[src/rtl/load_store_unit_pkg.sv]
// Shared constants for the load/store unit: funct3 codes, memory modes,
// memory-state values, mcause codes and the FSM state encoding.
package load_store_unit_pkg;

  localparam logic [2:0] F3_B  = 3'b000;
  localparam logic [2:0] F3_H  = 3'b001;
  localparam logic [2:0] F3_W  = 3'b010;
  localparam logic [2:0] F3_BU = 3'b100;
  localparam logic [2:0] F3_HU = 3'b101;

  localparam logic [1:0] MODE_SB = 2'b00;
  localparam logic [1:0] MODE_SH = 2'b01;
  localparam logic [1:0] MODE_SW = 2'b10;

  localparam logic [1:0] MEMORY_STATE_OK = 2'b00;

  localparam logic [3:0] CAUSE_ILLEGAL_INSN     = 4'd2;
  localparam logic [3:0] CAUSE_LOAD_MISALIGNED  = 4'd4;
  localparam logic [3:0] CAUSE_LOAD_FAULT       = 4'd5;
  localparam logic [3:0] CAUSE_STORE_MISALIGNED = 4'd6;
  localparam logic [3:0] CAUSE_STORE_FAULT      = 4'd7;

  typedef enum logic [1:0] {
    ST_IDLE  = 2'd0,
    ST_ISSUE = 2'd1,
    ST_WAIT  = 2'd2,
    ST_RESP  = 2'd3
  } lsu_state_e;

  // Stores only know B/H/W; loads additionally have the unsigned B/H forms.
  function automatic logic funct3_legal(input logic we, input logic [2:0] f3);
    logic common;
    common = (f3 == F3_B) || (f3 == F3_H) || (f3 == F3_W);
    if (we) return common;
    return common || (f3 == F3_BU) || (f3 == F3_HU);
  endfunction

  function automatic logic is_misaligned(input logic [2:0] f3, input logic [1:0] addr_lo);
    case (f3[1:0])
      MODE_SB: return 1'b0;
      MODE_SH: return addr_lo[0];
      MODE_SW: return (addr_lo != 2'b00);
      default: return 1'b0;
    endcase
  endfunction

endpackage

[src/rtl/load_store_unit_load_extend.sv]
// Combinational sign/zero extension of aligned load data according to funct3.
module lsu_load_extend
  import load_store_unit_pkg::*;
(
  input  logic [2:0]  funct3,
  input  logic [31:0] data_in,
  output logic [31:0] data_out
);

  always_comb begin
    data_out = data_in;
    case (funct3)
      F3_B:    data_out = {{24{data_in[7]}}, data_in[7:0]};
      F3_H:    data_out = {{16{data_in[15]}}, data_in[15:0]};
      F3_BU:   data_out = {24'h0, data_in[7:0]};
      F3_HU:   data_out = {16'h0, data_in[15:0]};
      default: data_out = data_in;
    endcase
  end

endmodule

[src/rtl/load_store_unit.sv]
// Load/store unit: accepts one core access at a time, checks alignment and
// funct3, drives the byte-addressable memory ports and returns an extended result.
module load_store_unit
  import load_store_unit_pkg::*;
#(
  parameter int READ_LATENCY = 1,
  parameter int ADDR_WIDTH   = 32
) (
  input  logic                  clk,
  input  logic                  rst,
  input  logic                  req_valid,
  output logic                  req_ready,
  input  logic                  req_we,
  input  logic [2:0]            req_funct3,
  input  logic [ADDR_WIDTH-1:0] req_addr,
  input  logic [31:0]           req_wdata,
  output logic                  resp_valid,
  input  logic                  resp_ready,
  output logic [31:0]           resp_rdata,
  output logic                  resp_err,
  output logic [3:0]            resp_cause,
  output logic                  mem_r_en,
  output logic [ADDR_WIDTH-1:0] mem_r_addr,
  output logic [1:0]            mem_r_mode,
  input  logic [31:0]           mem_r_data,
  output logic                  mem_w_en,
  output logic [ADDR_WIDTH-1:0] mem_w_addr,
  output logic [31:0]           mem_w_data,
  output logic [1:0]            mem_w_mode,
  input  logic [1:0]            mem_state
);

  // Handshakes: a request transfers on a rising edge where req_valid && req_ready;
  // a response transfers on a rising edge where resp_valid && resp_ready. Once
  // raised, resp_valid and its payload hold until that transfer edge.

  localparam logic [2:0] WAIT_CYCLES = 3'(READ_LATENCY);

  lsu_state_e  state, state_next;
  logic        lat_we;
  logic [2:0]  lat_f3;
  logic        lat_err;
  logic [3:0]  lat_cause;
  logic [2:0]  wait_cnt;
  logic        accept;
  logic        acc_err;
  logic [3:0]  acc_cause;
  logic [31:0] ext_data;

  assign req_ready = (state == ST_IDLE);
  assign accept    = req_valid && req_ready;

  always_comb begin
    acc_err   = 1'b0;
    acc_cause = 4'd0;
    if (!funct3_legal(req_we, req_funct3)) begin
      acc_err   = 1'b1;
      acc_cause = CAUSE_ILLEGAL_INSN;
    end else if (is_misaligned(req_funct3, req_addr[1:0])) begin
      acc_err   = 1'b1;
      acc_cause = req_we ? CAUSE_STORE_MISALIGNED : CAUSE_LOAD_MISALIGNED;
    end
  end

  lsu_load_extend u_load_extend (
    .funct3   (lat_f3),
    .data_in  (mem_r_data),
    .data_out (ext_data)
  );

  always_ff @(posedge clk or posedge rst) begin
    if (rst) state <= ST_IDLE;
    else     state <= state_next;
  end

  // Rejected requests still spend their ISSUE cycle (with enables held low)
  // so the error response arrives one edge after accept.
  always_comb begin
    state_next = state;
    case (state)
      ST_IDLE:  if (accept) state_next = ST_ISSUE;
      ST_ISSUE: state_next = lat_err ? ST_RESP : ST_WAIT;
      ST_WAIT:  if (wait_cnt == 3'd1) state_next = ST_RESP;
      ST_RESP:  if (resp_ready) state_next = ST_IDLE;
      default:  state_next = ST_IDLE;
    endcase
  end

  always_ff @(posedge clk or posedge rst) begin
    if (rst) begin
      lat_we     <= 1'b0;
      lat_f3     <= 3'd0;
      lat_err    <= 1'b0;
      lat_cause  <= 4'd0;
      wait_cnt   <= 3'd0;
      mem_r_en   <= 1'b0;
      mem_r_addr <= '0;
      mem_r_mode <= 2'b00;
      mem_w_en   <= 1'b0;
      mem_w_addr <= '0;
      mem_w_data <= 32'd0;
      mem_w_mode <= 2'b00;
      resp_valid <= 1'b0;
      resp_rdata <= 32'd0;
      resp_err   <= 1'b0;
      resp_cause <= 4'd0;
    end else begin
      mem_r_en <= 1'b0;
      mem_w_en <= 1'b0;

      if (accept) begin
        lat_we    <= req_we;
        lat_f3    <= req_funct3;
        lat_err   <= acc_err;
        lat_cause <= acc_cause;
        if (!acc_err) begin
          if (req_we) begin
            mem_w_en   <= 1'b1;
            mem_w_addr <= req_addr;
            mem_w_data <= req_wdata;
            mem_w_mode <= req_funct3[1:0];
          end else begin
            mem_r_en   <= 1'b1;
            mem_r_addr <= req_addr;
            mem_r_mode <= req_funct3[1:0];
          end
        end
      end

      if (state == ST_ISSUE) begin
        wait_cnt <= WAIT_CYCLES;
        if (lat_err) begin
          resp_valid <= 1'b1;
          resp_err   <= 1'b1;
          resp_cause <= lat_cause;
          resp_rdata <= 32'd0;
        end
      end

      // mem_r_addr/mem_r_mode stay untouched here: memory aligns its output from them.
      if (state == ST_WAIT) begin
        wait_cnt <= wait_cnt - 3'd1;
        if (wait_cnt == 3'd1) begin
          resp_valid <= 1'b1;
          if (mem_state != MEMORY_STATE_OK) begin
            resp_err   <= 1'b1;
            resp_cause <= lat_we ? CAUSE_STORE_FAULT : CAUSE_LOAD_FAULT;
            resp_rdata <= 32'd0;
          end else begin
            resp_err   <= 1'b0;
            resp_cause <= 4'd0;
            resp_rdata <= lat_we ? 32'd0 : ext_data;
          end
        end
      end

      if ((state == ST_RESP) && resp_ready) begin
        resp_valid <= 1'b0;
        resp_err   <= 1'b0;
        resp_cause <= 4'd0;
        resp_rdata <= 32'd0;
      end
    end
  end

endmodule

[config.mk]
export PLATFORM = sky130hd
export DESIGN_NAME = load_store_unit
export DESIGN_NICKNAME = d
export VERILOG_FILES = /design/src/rtl/load_store_unit_pkg.sv /design/src/rtl/load_store_unit_load_extend.sv /design/src/rtl/load_store_unit.sv
export SDC_FILE = /design/constraint.sdc
export NUM_CORES = 1
export LEC_CHECK = 0
export ABC_AREA = 1
export BUFFER_PORTS_ARGS = -buffer_cell sky130_fd_sc_hd__buf_2
export CORE_MARGIN = 8
export CORE_UTILIZATION = 44
export DETAILED_ROUTE_END_ITERATION = 8
export PLACE_DENSITY = 0.76
export SLEW_MARGIN = 5
export SYNTH_ARGS = -nofsm -noshare
export SYNTH_HDL_FRONTEND = slang
export SYNTH_SLANG_ARGS = --single-unit
[constraint.sdc]
create_clock -name clk -period 5.5 [get_ports clk]
set_input_delay 1.1 -clock clk [delete_from_list [all_inputs] [get_ports clk]]
set_output_delay 1.1 -clock clk [all_outputs]
set_load 0.02 [all_outputs]
# Word-level counts from Yosys, hierarchy flattened
# Cells that the tools add are included.
classes:
  shifts: 0
  order_cmp: 0
  div: 0
  reduce_logical: 15
  n_addsub: 1
  mux: 48
  n_eq_ne: 16
  n_mul: 0
  n_bitwise: 2
ops:
  columns: ["op", "n"]
  rows:
  - ["$mux 32", 7]
  - ["$pmux 32 s4", 1]
  - ["$mux 1", 23]
  - ["$mux 4", 5]
  - ["$mux 3", 5]
  - ["$eq 3x3->1 const B", 4]
  - ["$mux 2", 5]
  - ["$eq 3x1->1 const B", 3]
  - ["$reduce_and 3->1", 3]
  - ["$pmux 2 s4", 1]
  - ["$eq 2x2->1 const B", 3]
  - ["$logic_not 3->1", 2]
  - ["$reduce_bool 2->1", 3]
  - ["$eq 2x1->1 const B", 2]
  - ["$logic_or 1x1->1", 4]
  - ["$ne 2x2->1 const B", 2]
  - ["$eq 3x2->1 const B", 1]
  - ["$sub 3x1->3 const B", 1]
  - ["$logic_and 1x1->1", 2]
  - ["$logic_not 2->1", 1]
  - ["$ne 2x1->1 const B", 1]
  - ["$not 1->1", 2]
  - ["$pmux 1 s2", 1]
word_totals:
  elab_cells: 99
  reg_bits: 154
  latch_bits: 0
  rom_bits: 0
  ramBits: 0
  in_bits: 106
  mem_count: 0
  output_inout_bits: 141

# Logic depth before layout (Yosys ltp)
# Gate-level depths: netlist of the first run.
logic_depth:
  ltp_word: 11
  mapped_depth: 10
  depth_no_buf: 8

# By module
# A second synthesis of the first run with hierarchy kept.
hier_totals:
  cells_unflattened: 780
  hier_area_um2: 6839.1
by_module_without_submodules:
  columns: ["mod", "area_each_um2", "instances", "seq_area_each_um2", "cells_per_inst"]
  rows:
  - ["load_store_unit", 6449.9, 1, 3803.6, 710]
  - ["lsu_load_extend", 389.1, 1, 0.0, 70]

# Least setup slack after synthesis of the first run
# OpenSTA, ideal clock, no wires.
synth_timing:
  path_type: "input to register"
  start: "input port req_funct3[0]"
  end: "register mem_w_data[0]"
  t_arrival_ns: 2.188
  required_time_ns: 5.384
  n_path_buf: 2
  setup_time_ns: 0.116
  setup_slack_ns: 3.196
  path_stages: 9
  path_cell_list: "inv_1 > ha_1 > o21a_1 > nand2_2 > nand3_2 > buf_4 > buf_4 > nand2_1 > nand2_1"
synth_via:
  elab_chain_cells: 9
  word_cells_on_any_way: 19
  classes_between: "6 x eq/ne; 6 x mux; 1 x bitwise; 6 x reduce/logical"
synth_lines:
  columns: ["item", "line_no", "rtl"]
  rows:
  - ["start: declaration", "load_store_unit.sv:14", "input logic [2:0] req_funct3,"]
  - ["$eq 3x1->1 / $logic_not 3->1 (equally long branches)", "load_store_unit_pkg.sv:33", "common = (f3 == F3_B) || (f3 == F3_H) || (f3 == F3_W);"]
  - ["$logic_or 1x1->1 (2 in series)", "load_store_unit_pkg.sv:33", null]
  - ["$logic_or 1x1->1 (2 in series)", "load_store_unit_pkg.sv:35", "return common || (f3 == F3_BU) || (f3 == F3_HU);"]
  - ["$mux 1", "load_store_unit_pkg.sv:35", null]
  - ["$mux 1 *", "load_store_unit.sv:56", "if (!funct3_legal(req_we, req_funct3)) begin"]
  - ["$not 1->1 (no line) *", null, null]
  - ["$reduce_and 3->1 (no line) *", null, null]
  - ["end signal: assignment", "load_store_unit.sv:120", "mem_w_data <= req_wdata;"]
  - ["end: declaration", "load_store_unit.sv:28", "output logic [31:0] mem_w_data,"]
# Every way passes the cells marked *; elsewhere a longest branch is shown, timed or not. The select of a mux whose other input is x is not followed.
# A chain may end at the register's enable or synchronous reset.

# Worst setup path in the final report of the first run
layout_timing:
  start: "input port req_funct3[1]"
  end: "register mem_w_data[22]"
# Same word-level chain as after synthesis.

==> metrics.md, run 1 <==
| Metric | Value |
|---|---|
| Post-synthesis cell area | 6420 µm² |
| Vias/cell | 4.81 |
| CP endpoint kind | flip-flop |
| Unrepaired setup endpoints after global routing | false |
| Top cell by count, worst path | nand2_1 |
| Max rail drop VDD | 0.000321 V |
| Setup TNS | 0 ns |
| Share of layout cells above drive strength 1 | 30.2% |
| Synth Area in XOR/XNOR | less than 1% |
| Die height | 137 µm |
| Clock tree buffer depth | 2 |
| Area of the core | 14400 µm² |
| Pwr Total | 0.00476 W |
| Final min period | between 2 and 3 ns |
| CP Max Fanout | 65 |
| CTS buffer count | 17 |
| IO Port Bufs | 246 |
| Pwr/cell area | 577 nW/µm² |
| Drt initial violations | 260 |
| Final-report setup violation count | 0 |
| Setup Crit Path Kind | input pin to flip-flop |
| Starting density of the core | about 45% |
| Vias in the first global route | 5621 |
| Min-delay worst type | flip-flop to flip-flop |
| Crit share post-route | 48.4% |
| Placer Congestion | 0.782 |
| First-pass GRT wire length | 28.2 mm |
| Clock sink count | 152 |
| Max-slew violations | 0 |
| Transition time of the tightest slew-check pin | 1.17 ns |
| Nets | 1080 |
| Row cnt | 44 |
| Fmax | 0.376 GHz |
| Layout area overhead | 28.7% |
| Post-Syn Instances | roughly 730 |
| IO Pins | 247 |
| Initial antenna violation count | 0 |
| Buffers plus inverters on the worst setup path | 3 |
| Syn Area/Cell | 8.75 µm² |
| Clock Power Share | roughly a quarter |
| WP data arrival | around 3.0 ns |
| Primary FF master, synth | dfrtp_1 |
| # diodes | 0 |
| Startpoint types | input pin |
| Synth warn | 0 |
| CTS root buf | clkbuf_16 |
| Post-synth ARST share | between 90% and 100% |
| Synth Area in Simple Gates | 24.7% |
| Tot GR Track Use | 18.9% |
| Min Hold Slack | 0.474 ns |
| Sequential power share | 38.1% |
| Crit path required time | approximately 6 ns |
| Sw frac | 41.0% |
| Post-synthesis mux area share | 0% |
| CP max-delay cell | inv_2 |
| Psw | 0.00195 W |
| DRC Markers | 0 |
| Combinational fraction of design power | 38.2% |
| Int Power | 0.00281 W |
| Clk slew on worst S/H paths | 0.06 ns |
| Clock latency on the worst-skew pair | around 0.41 ns |
| DP HPWL | 12.4 mm |
| Max-Slew Margin vs Limit | 21.8% |
| Final Cell Area | 8260 µm² |
| Synth Area in Compound Gates | 8.31% |
| Syn_nets | 848 |
| Multi-input combinational cell area | 2240 µm² |
| Placed instance area | 7680 µm² |
| Overflow after GRT | 0 |
| Reg area | 3800 µm² |
| Largest net degree at the start of global routing | 116 |
| Hold_buf cts | 0 |
| Final Hold Viols | 0 |
| Outcome | finished clean |
| Total wire length | around 18 mm |
| CP max stage delay | 0.79 ns |
| Combinational family with the most area after synthesis | simple AND/OR/NAND/NOR gates |
| Netlist cell types | 30 |
| CTS resizes | 0 |
| Crit-path leading delay family | buffers and inverters |
| Post-route ant nets | 0 |
| CTS HTree Levels | 4 |
| Pre-Repair DR Iteration Count | 4 |
| Maxcap violations | 0 |
| CTS tree | built |
| Static Leak | 4.73 nW |
| Post-CTS Setup Bufs | 0 |
| Skew final | 0.00897 ns |
| Register bit total from synthesis | 152 |
| Post-synthesis sequential area ratio | between 50% and 60% |
| Fill cells | ~1300 |
| CP cell instances | buf_2 > inv_1 > ha_1 > nor2_1 > a21boi_4 > nand3_2 > inv_2 > nand2_1 > nand2_1 |
| Die area | 18700 µm² |
| Adder-Cell Fraction of Synth Area | 1.75% |
| Chip Width | 137 µm |
| Number of synthesized flops with an enable pin | 0 |
| Avg WL per Cell | 15.3 µm |
| Via count | about 5600 |
kinds of logic (layout without fill, tap and decap cells):
| kind of cell | Yosys count | after routing |
|---|---|---|
| adder cells (fa/ha/maj) | 9 | 9 |
| AND/OR/NAND/NOR | 394 | 394 |
| flip-flops | 152 | 152 |
| buffers and inverters | 78 | 323 |
| AO/OA/AOI/OAI | 99 | 99 |
| XOR/XNOR | 1 | 1 |
sequential cells by signal, summed over array words and instances (netlist names), 2 cells and up:
name        count
mem_r_addr     32
mem_w_addr     32
mem_w_data     32
resp_rdata     32
resp_cause      4
lat_f3          3
wait_cnt        3
lat_cause       2
mem_r_mode      2
mem_w_mode      2
state           2
power groups by stage:
stage	combinational, W	sequential [W]	clock, W
after floorplan	0.000711	0.00228	0
after global placement	0.00182	0.00181	0
after detailed placement	0.00185	0.00181	0
after CTS	0.00185	0.00181	0.00116
after global routing	0.00200	0.00187	0.00120
final	0.00182	0.00181	0.00113
cells in the mapped netlist (2+ instances only):
cell type / n / area [µm²]
a31oi_1: 2 / 12.5
inv_2: 4 / 15.0
a21oi_1: 35 / 175
buf_4: 7 / 52.6
inv_1: 38 / 143
o21a_1: 7 / 52.6
clkbuf_1: 11 / 41.3
nand2_4: 2 / 22.5
nand2_2: 3 / 18.8
o21ai_0: 52 / 260
nor2_1: 6 / 22.5
ha_1: 9 / 113
buf_6: 6 / 67.6
nand3_1: 21 / 105
nand2_1: 355 / 1330
buf_2: 9 / 45.0
dfrtp_1: 152 / 3800
nand3_2: 2 / 20.0
layout make-up:
class,count,share of cell area (%)
repair buffers,248,15.1
clock inverters,12,1.55
inverters,43,2.02
well taps,184,2.79
flip-flops and latches,152,46.1
clock buffers,20,5.41
multi-input cells,503,27.1
through the flow:
| stage | cells | util (%) | setup slack [ns] |
|---|---|---|---|
| after global routing | 1162 | 57.5 | 2.60 |
| after detailed placement | 1130 | 53.5 | 2.37 |
| after floorplan | 733 | - | 0.307 |
| after CTS | 1162 | 57.5 | 2.81 |
| after global placement | 1130 | 53.5 | 2.43 |
| final | 1162 | 57.5 | 2.84 |
per-layer routing:
layer  up-vias  GRT usage, %  wire [µm]
met4         0          5.13        210
met3        16          8.41       1980
met1      2601          23.0       7360
met2       214          29.9       8280
met5         -             0          0
li1       2754             -          -
path summary, 6_finish.rpt:
kind / startpoint / endpoint / slack [ns] / depth (start not counted)
worst max-delay path: req_funct3[1] / mem_w_data[22]$_DFFE_PP0P_ / 2.84 / 9
worst min-delay path: mem_w_addr[5]$_DFFE_PP0P_ / mem_w_addr[5]$_DFFE_PP0P_ / 0.47 / 2
worst max register to register: state[0]$_DFFE_PP0P_ / resp_rdata[16]$_DFF_PP0_ / 3.14 / 6
worst min register to register: mem_w_addr[5]$_DFFE_PP0P_ / mem_w_addr[5]$_DFFE_PP0P_ / 0.47 / 2
max in group asynchronous: rst / mem_r_addr[1]$_DFFE_PP0P_ / 3.46 / 3
min in group asynchronous: rst / mem_w_data[31]$_DFFE_PP0P_ / 0.91 / 2
worst min-delay path, cell delays in order (launching register included):
cell and delay (ns):
dfrtp_1 0.33, nand2_1 0.06, nand2_1 0.05
placed cells by master, fill, tap and decap left out:
cell type and n:
a31oi_1 2, inv_2 4, nand2_4 2, inv_1 37
clkbuf_16 17, nor2_4 1, nand3_1 21, clkbuf_8 1
inv_6 1, nor3_4 1, buf_4 2, bufinv_16 2
o21ai_0 52, nand2_2 3, clkbuf_1 2, clkinv_1 1
a21o_1 1, a21boi_4 1, ha_1 9, nand2_1 355
nand3b_1 1, o22ai_1 1, nor2_1 6, clkinv_4 4
clkinvlp_4 1, xor2_1 1, nand3_2 2, nor2_2 1
buf_2 246, a21oi_1 35, dfrtp_1 152, clkinv_2 5
o21a_1 7, nor2_8 1
(Power assumes the default switching activity.)
==> inputs of run 2 (changes only) <==
--- a/config.mk
+++ b/config.mk
@@ -5,7 +5,7 @@
 export SDC_FILE = /design/constraint.sdc
 export NUM_CORES = 1
 export LEC_CHECK = 0
-export ABC_AREA = 1
+export ABC_AREA = 0
 export BUFFER_PORTS_ARGS = -buffer_cell sky130_fd_sc_hd__buf_2
 export CORE_MARGIN = 8
 export CORE_UTILIZATION = 44
==> constraint.sdc (replaced) <==
create_clock -name clk -period 2.3 [get_ports clk]
set_input_delay 0.46 -clock clk [delete_from_list [all_inputs] [get_ports clk]]
set_output_delay 0.46 -clock clk [all_outputs]
set_load 0.02 [all_outputs]
==> run 2 against run 1 <==
Net effect:
- critical endpoint is now mem_w_data[10]$_DFFE_PP0P_
- die area is 1.6% lower
- clock-buffer cell count stayed put
- first-iteration DRC count is 17% lower
- largest cell class unchanged
==> metrics.md, run 2 <==
| Metric | Value |
|---|---|
| Outcome | finished clean |
| Max-Slew Margin vs Limit | 16.0% |
| Post-Syn Instances | 453 |
| FF-to-FF path depth | 7 |
| CTS buffer count | 17 |
| Clk slew on worst S/H paths | roughly 0.060 ns |
| Unrepaired setup endpoints after global routing | false |
| Crit share post-route | 94.6% |
| Avg WL per Cell | 18.3 µm |
| Primary FF master, synth | dfrtp_1 |
| Worst R2R Start | state[1]$_DFFE_PP0P_ |
| IO Port Bufs | 246 |
| Pre-Repair DR Iteration Count | 4 |
| Top cell type's share of synthesized area | 60.4% |
| Post-synthesis cell area | 6300 µm² |
| Fill cells | around 1100 |
| Final min period | 2.18 ns |
| Final Hold Viols | 0 |
| Skew final | 0.00915 ns |
| CP endpoint kind | flip-flop |
| Number of synthesized flops with an enable pin | 0 |
| Largest net degree at the start of global routing | 41 |
| Nets | 838 |
| Area of the core | between 10000 and 15000 µm² |
| Chip Width | between 100 and 150 µm |
| Post-CTS Setup Bufs | 0 |
| Finished Layout Cells | 916 |
| Setup slack after layout | 0.125 ns |
| FF-to-FF End | mem_w_data[10]$_DFFE_PP0P_ |
| Total wire length | 16.8 mm |
| Synth cell count leaders | 152 x dfrtp_1, 46 x mux2_2, 36 x nor2_1, 29 x mux2_1, 29 x mux2_4 |
| Via count | 4629 |
| Die height | 136 µm |
| Setup Crit Path Kind | input pin to flip-flop |
| Overflow after GRT | 0 |
| Share of layout cells above drive strength 1 | 52.3% |
| Clock sink count | between 150 and 200 |
| # diodes | 0 |
| Register-to-register setup slack | between 0.15 and 0.2 ns |
| CTS HTree Levels | 4 |
| Hold_buf cts | 0 |
| Place WS | -0.339 ns |
| CP Max Fanout | 25 |
| DP HPWL | 12.7 mm |
| Maxcap violations | 0 |
| Max-slew violations | 0 |
| Final-report setup violation count | 0 |
| CTS root buf | clkbuf_16 |
| Clock latency on the worst-skew pair | 0.42 ns |
| Crit path required time | 2.59 ns |
| Vias/cell | 5.05 |
| IO Pins | 247 |
| Max rail drop VDD | 0.000747 V |
| First-pass GRT wire length | 26.5 mm |
| Transition time of the tightest slew-check pin | 1.26 ns |
| Row cnt | 43 |
| Starting density of the core | 45.2% |
| Placed cells | 884 |
| Tot GR Track Use | 18.3% |
| Synth area leader | dfrtp_1 |
| WP data arrival | 2.47 ns |
| Register bit total from synthesis | 152 |
| Most numerous cell in the Yosys netlist | dfrtp_1 |
| Drt initial violations | 216 |
| Layout area overhead | 34.9% |
| Pwr/cell area | 1380 nW/µm² |
| Most frequent cells in the layout | 246 x buf_2, 152 x dfrtp_1, 46 x mux2_2 |
| Initial antenna violation count | 1 |
| DRC Markers | 0 |
| Netlist cell types | 39 |
| Vias in the first global route | about 5100 |
| Clock tree buffer depth | 2 |
| Largest cells by area after synthesis | dfrtp_1 60%, mux2_2 8.2%, mux2_4 6.9% |
| Min Hold Slack | 0.176 ns |
| Fmax | roughly 0.46 GHz |
| Die area | 18400 µm² |
| Syn_nets | between 500 and 600 |
| Post-synth ARST share | 100% |
| Synth warn | 0 |
| Static Leak | 4.60 nW |
| Setup TNS | 0 ns |
| Post-route ant nets | 0 |
| Commonest non-fill, non-tap cell in the layout | buf_2 |
| Placer Congestion | approximately 0.77 |
| Post-synthesis sequential area ratio | a little over 60% |
| Startpoint types | input pin |
| Syn Area/Cell | roughly 14 µm² |
| CTS tree | built |
| Min-delay worst type | input pin to async pin |
| CTS resizes | 0 |
-- run 2: changes by cell type after synthesis, moves of 16 or more --
cell | before | now
inv_1 | 38 | 11
a21oi_1 | 35 | 14
mux2_4 | 0 | 29
a32oi_1 | 0 | 16
mux2_2 | 0 | 46
nand2b_1 | 0 | 19
mux2_1 | 0 | 29
nand3_1 | 21 | 1
nor2_1 | 6 | 36
o21ai_0 | 52 | 14
nand2_1 | 355 | 17
-- run 2: final cells by class --
cell class / count / area [µm²] / share of cell area [%]
multi-input cells: 266 / 2280 / 26.8
inverters: 11 / 45.0 / 0.530
flip-flops and latches: 152 / 3800 / 44.8
clock buffers: 20 / 457 / 5.38
well taps: 180 / 225 / 2.65
repair buffers: 275 / 1540 / 18.1
clock inverters: 12 / 148 / 1.74
-- run 2: how the worst max path moves through the flow --
stage                        from                    endpoint  slack (ns)  depth (start not counted)
global placement    req_funct3[0]  mem_w_addr[21]$_DFFE_PP0P_       -0.25                          8
global route        req_funct3[0]  mem_w_data[21]$_DFFE_PP0P_       0.003                          8
finish              req_funct3[0]  mem_w_data[10]$_DFFE_PP0P_        0.12                          8
floorplan                     rst    lat_cause[1]$_DFFE_PP0P_       -0.08                          1
detailed placement  req_funct3[0]  mem_w_data[31]$_DFFE_PP0P_       -0.34                          8
CTS                 req_funct3[0]  mem_w_data[31]$_DFFE_PP0P_        0.11                          8
-- run 2: cells by family after synthesis --
kind of cell               after synthesis  synth area share (%)
DFF                                    152                  60.4
muxes                                  105                  20.5
and+or+nand+nor                         89                  7.05
AOI/OAI and AO/OA                       63                  6.83
buffers and inverters                   35                  3.46
adders and majority gates                9                  1.79
-- run 2: layer usage --
metal	global-route usage (%)	wire, µm	up-vias
li1	-	-	2144
met1	20.6	6390	2288
met5	0	13	-
met4	6.05	221	2
met2	29.8	8290	176
met3	8.79	1850	19
-- run 2: metrics by stage --
step / cell area (µm²) / total power [W] / util (%)
after global placement: 7890 / 0.00875 / 56.6
after global routing: 8500 / 0.0124 / 61.0
after CTS: 8500 / 0.0118 / 61.0
after floorplan: 6310 / 0.00720 / -
after detailed placement: 7890 / 0.00895 / 56.6
final: 8500 / 0.0117 / 61.0
-- run 2: where the power goes --
| part | internal [W] | switching (W) | leakage, nW | total (W) |
|---|---|---|---|---|
| Sequential | 0.00371 | 0.000591 | 1.97 | 0.00430 |
| Combinational | 0.00183 | 0.00276 | 2.33 | 0.00459 |
| Clock | 0.00176 | 0.00107 | 0.296 | 0.00283 |
| Total | 0.00730 | 0.00442 | 4.60 | 0.0117 |
-- run 2: worst max-delay path, cell delays in order --
cell     delay [ns]
buf_2          0.11
inv_1          0.08
ha_1           0.31
and3_1         0.18
or2_1          0.27
nor4b_4        0.30
buf_4          0.37
mux2_1         0.37
==> inputs of run 3 (changes only) <==
--- a/config.mk
+++ b/config.mk
@@ -7,7 +7,6 @@
 export LEC_CHECK = 0
 export ABC_AREA = 0
 export BUFFER_PORTS_ARGS = -buffer_cell sky130_fd_sc_hd__buf_2
-export CORE_MARGIN = 8
 export CORE_UTILIZATION = 44
 export DETAILED_ROUTE_END_ITERATION = 8
 export PLACE_DENSITY = 0.76
==> run 3 against run 2 <==
Net effect:
- final area shrank 0.97%
- sequential power is essentially flat
- sequential share of layout area grew 0.44 points
- critical path depth is the same
- sequential cell count is the same
- cell count shrank 0.55%
- die area shrank 20%
- first-iteration DRC count grew 7.9%
- clock-buffer cell count is the same
- wire length shrank 8.7%
- register-to-register slack lost 0.07 ns
- largest power group unchanged
- highest routed layer is now met4
==> metrics.md, run 3 (synthesis results as in run 2) <==
| Metric | Value |
|---|---|
| WP data arrival | around 2.5 ns |
| Hold-critical path endpoint | mem_w_data[10]$_DFFE_PP0P_ |
| Hold Startpoint | req_wdata[10] |
| Row cnt | 43 |
| Pre-Repair DR Iteration Count | 4 |
| Post-route ant nets | 0 |
| CP Max Fanout | 28 |
| Max-slew violations | 0 |
| IO Port Bufs | 246 |
| CTS HTree Levels | 4 |
| Clk slew on worst S/H paths | 0.06 ns |
| Most frequent cells in the layout | 246 x buf_2, 152 x dfrtp_1, 46 x mux2_2 |
| CP endpoint kind | flip-flop |
| Pwr/cell area | 1380 nW/µm² |
| Transition time of the tightest slew-check pin | 1.31 ns |
| Chip Width | 122 µm |
| Final Hold Viols | 0 |
| Max rail drop VDD | 0.000799 V |
| Final Cell Area | between 8000 and 9000 µm² |
| IO Pins | 247 |
| Outcome | finished clean |
| Avg WL per Cell | 16.8 µm |
| Die area | 14800 µm² |
| Drt initial violations | 233 |
| Final min period | 2.19 ns |
| Min Hold Slack | around 0.25 ns |
| Unrepaired setup endpoints after global routing | false |
| Finished Layout Cells | 911 |
| Layout area overhead | 33.6% |
| Die height | 122 µm |
| First-pass GRT wire length | between 20 and 25 mm |
| Tot GR Track Use | between 20 and 25% |
| Clock tree buffer depth | 2 |
| Hold_buf cts | 0 |
| Largest net degree at the start of global routing | 153 |
| Clock latency on the worst-skew pair | 0.42 ns |
| Crit share post-route | 95.1% |
| Final-report setup violation count | 0 |
| Skew final | 0.00676 ns |
| Place WS | -0.329 ns |
| # diodes | 0 |
| Placed cells | roughly 900 |
| Setup Crit Path Kind | flip-flop to flip-flop |
| Vias in the first global route | 4623 |
| Initial antenna violation count | 1 |
| Crit path required time | 2.61 ns |
| Placed instance area | between 7000 and 8000 µm² |
| Clock sink count | ~150 |
| Area of the core | 13900 µm² |
| Commonest non-fill, non-tap cell in the layout | buf_2 |
| Static Leak | 4.55 nW |
| CTS root buf | clkbuf_16 |
| FF-to-FF End | mem_w_mode[1]$_DFFE_PP0P_ |
| Total wire length | 15.3 mm |
| CTS tree | built |
| FF-to-FF path depth | 8 |
| Min-delay worst type | input pin to flip-flop |
| Maxcap violations | 0 |
| Vias/cell | approximately 5.1 |
| Setup slack after layout | 0.114 ns |
| DP HPWL | 10.6 mm |
| Overflow after GRT | 0 |
| Via count | roughly 4600 |
| Nets | 833 |
| Hold Path Stages | 2 |
| Worst R2R Start | state[0]$_DFFE_PP0P_ |
| Fmax | between 0.4 and 0.5 GHz |
| Register-to-register setup slack | 0.11 ns |
| Share of layout cells above drive strength 1 | 51.8% |
| Max-Slew Margin vs Limit | 12.8% |
| Startpoint types | flip-flop |
| Placer Congestion | 0.776 |
| Starting density of the core | a little under half |
| CTS buffer count | 17 |
| DRC Markers | 0 |
## run 3: cell types whose count changed in the layout (fill, tap and decap cells not counted), sizes merged
cell	previous run	this run
clkinv	6	5
clkbuf	20	21
clkinvlp	3	4
buf	275	269
## run 3: critical path, stage by stage, from the launching register on
cell and delay, ns:
dfrtp_1 0.42, inv_1 0.13, ha_2 0.19, nand2_1 0.08
a21o_1 0.19, nor4b_4 0.27, buf_4 0.17, buf_8 0.23
mux2_2 0.38
## run 3: cell type report
type / count / area (µm²)
clock buffer: 20 / 447
clock inverter: 12 / 150
fill: 1112 / 5520
inverter: 11 / 45.0
multi-input combinational: 266 / 2280
sequential: 152 / 3800
tap: 180 / 225
timing repair buffer: 270 / 1460
## run 3: through the flow
step	TNS, ns	power (W)	utilization (%)
after floorplan	-11.70	0.00720	-
after global placement	-21.97	0.00865	55.8
after detailed placement	-28.23	0.00884	55.8
after CTS	0	0.0117	60.1
after global routing	0	0.0122	60.4
final	0	0.0116	60.4
## run 3: worst max path at each step
stage / startpoint / endpoint / slack, ns / cells past startpoint
floorplan: rst / lat_cause[1]$_DFFE_PP0P_ / -0.08 / 1
global placement: req_funct3[1] / mem_w_addr[23]$_DFFE_PP0P_ / -0.24 / 8
detailed placement: req_funct3[0] / mem_w_data[18]$_DFFE_PP0P_ / -0.33 / 8
CTS: req_funct3[0] / mem_w_data[18]$_DFFE_PP0P_ / 0.12 / 8
global route: state[0]$_DFFE_PP0P_ / mem_w_mode[1]$_DFFE_PP0P_ / 0.01 / 8
finish: state[0]$_DFFE_PP0P_ / mem_w_mode[1]$_DFFE_PP0P_ / 0.11 / 8
## run 3: per-layer routing
layer	vias up	part of all wire, %	track usage (%)
li1	2126	-	-
met1	2282	42	24.8
met2	182	50	33.9
met3	18	7.2	7.40
met4	0	1.4	8.64
met5	-	0	0
## run 3: power breakdown
group,switching (W),total [W],internal [W]
Clock,0.00108,0.00281,0.00173
Sequential,0.000600,0.00431,0.00371
Combinational,0.00270,0.00452,0.00182
## run 3: repair_timing
action,CTS,global route
buffers inserted,0,2
gates resized for setup,0,3
setup endpoints to repair,0,9
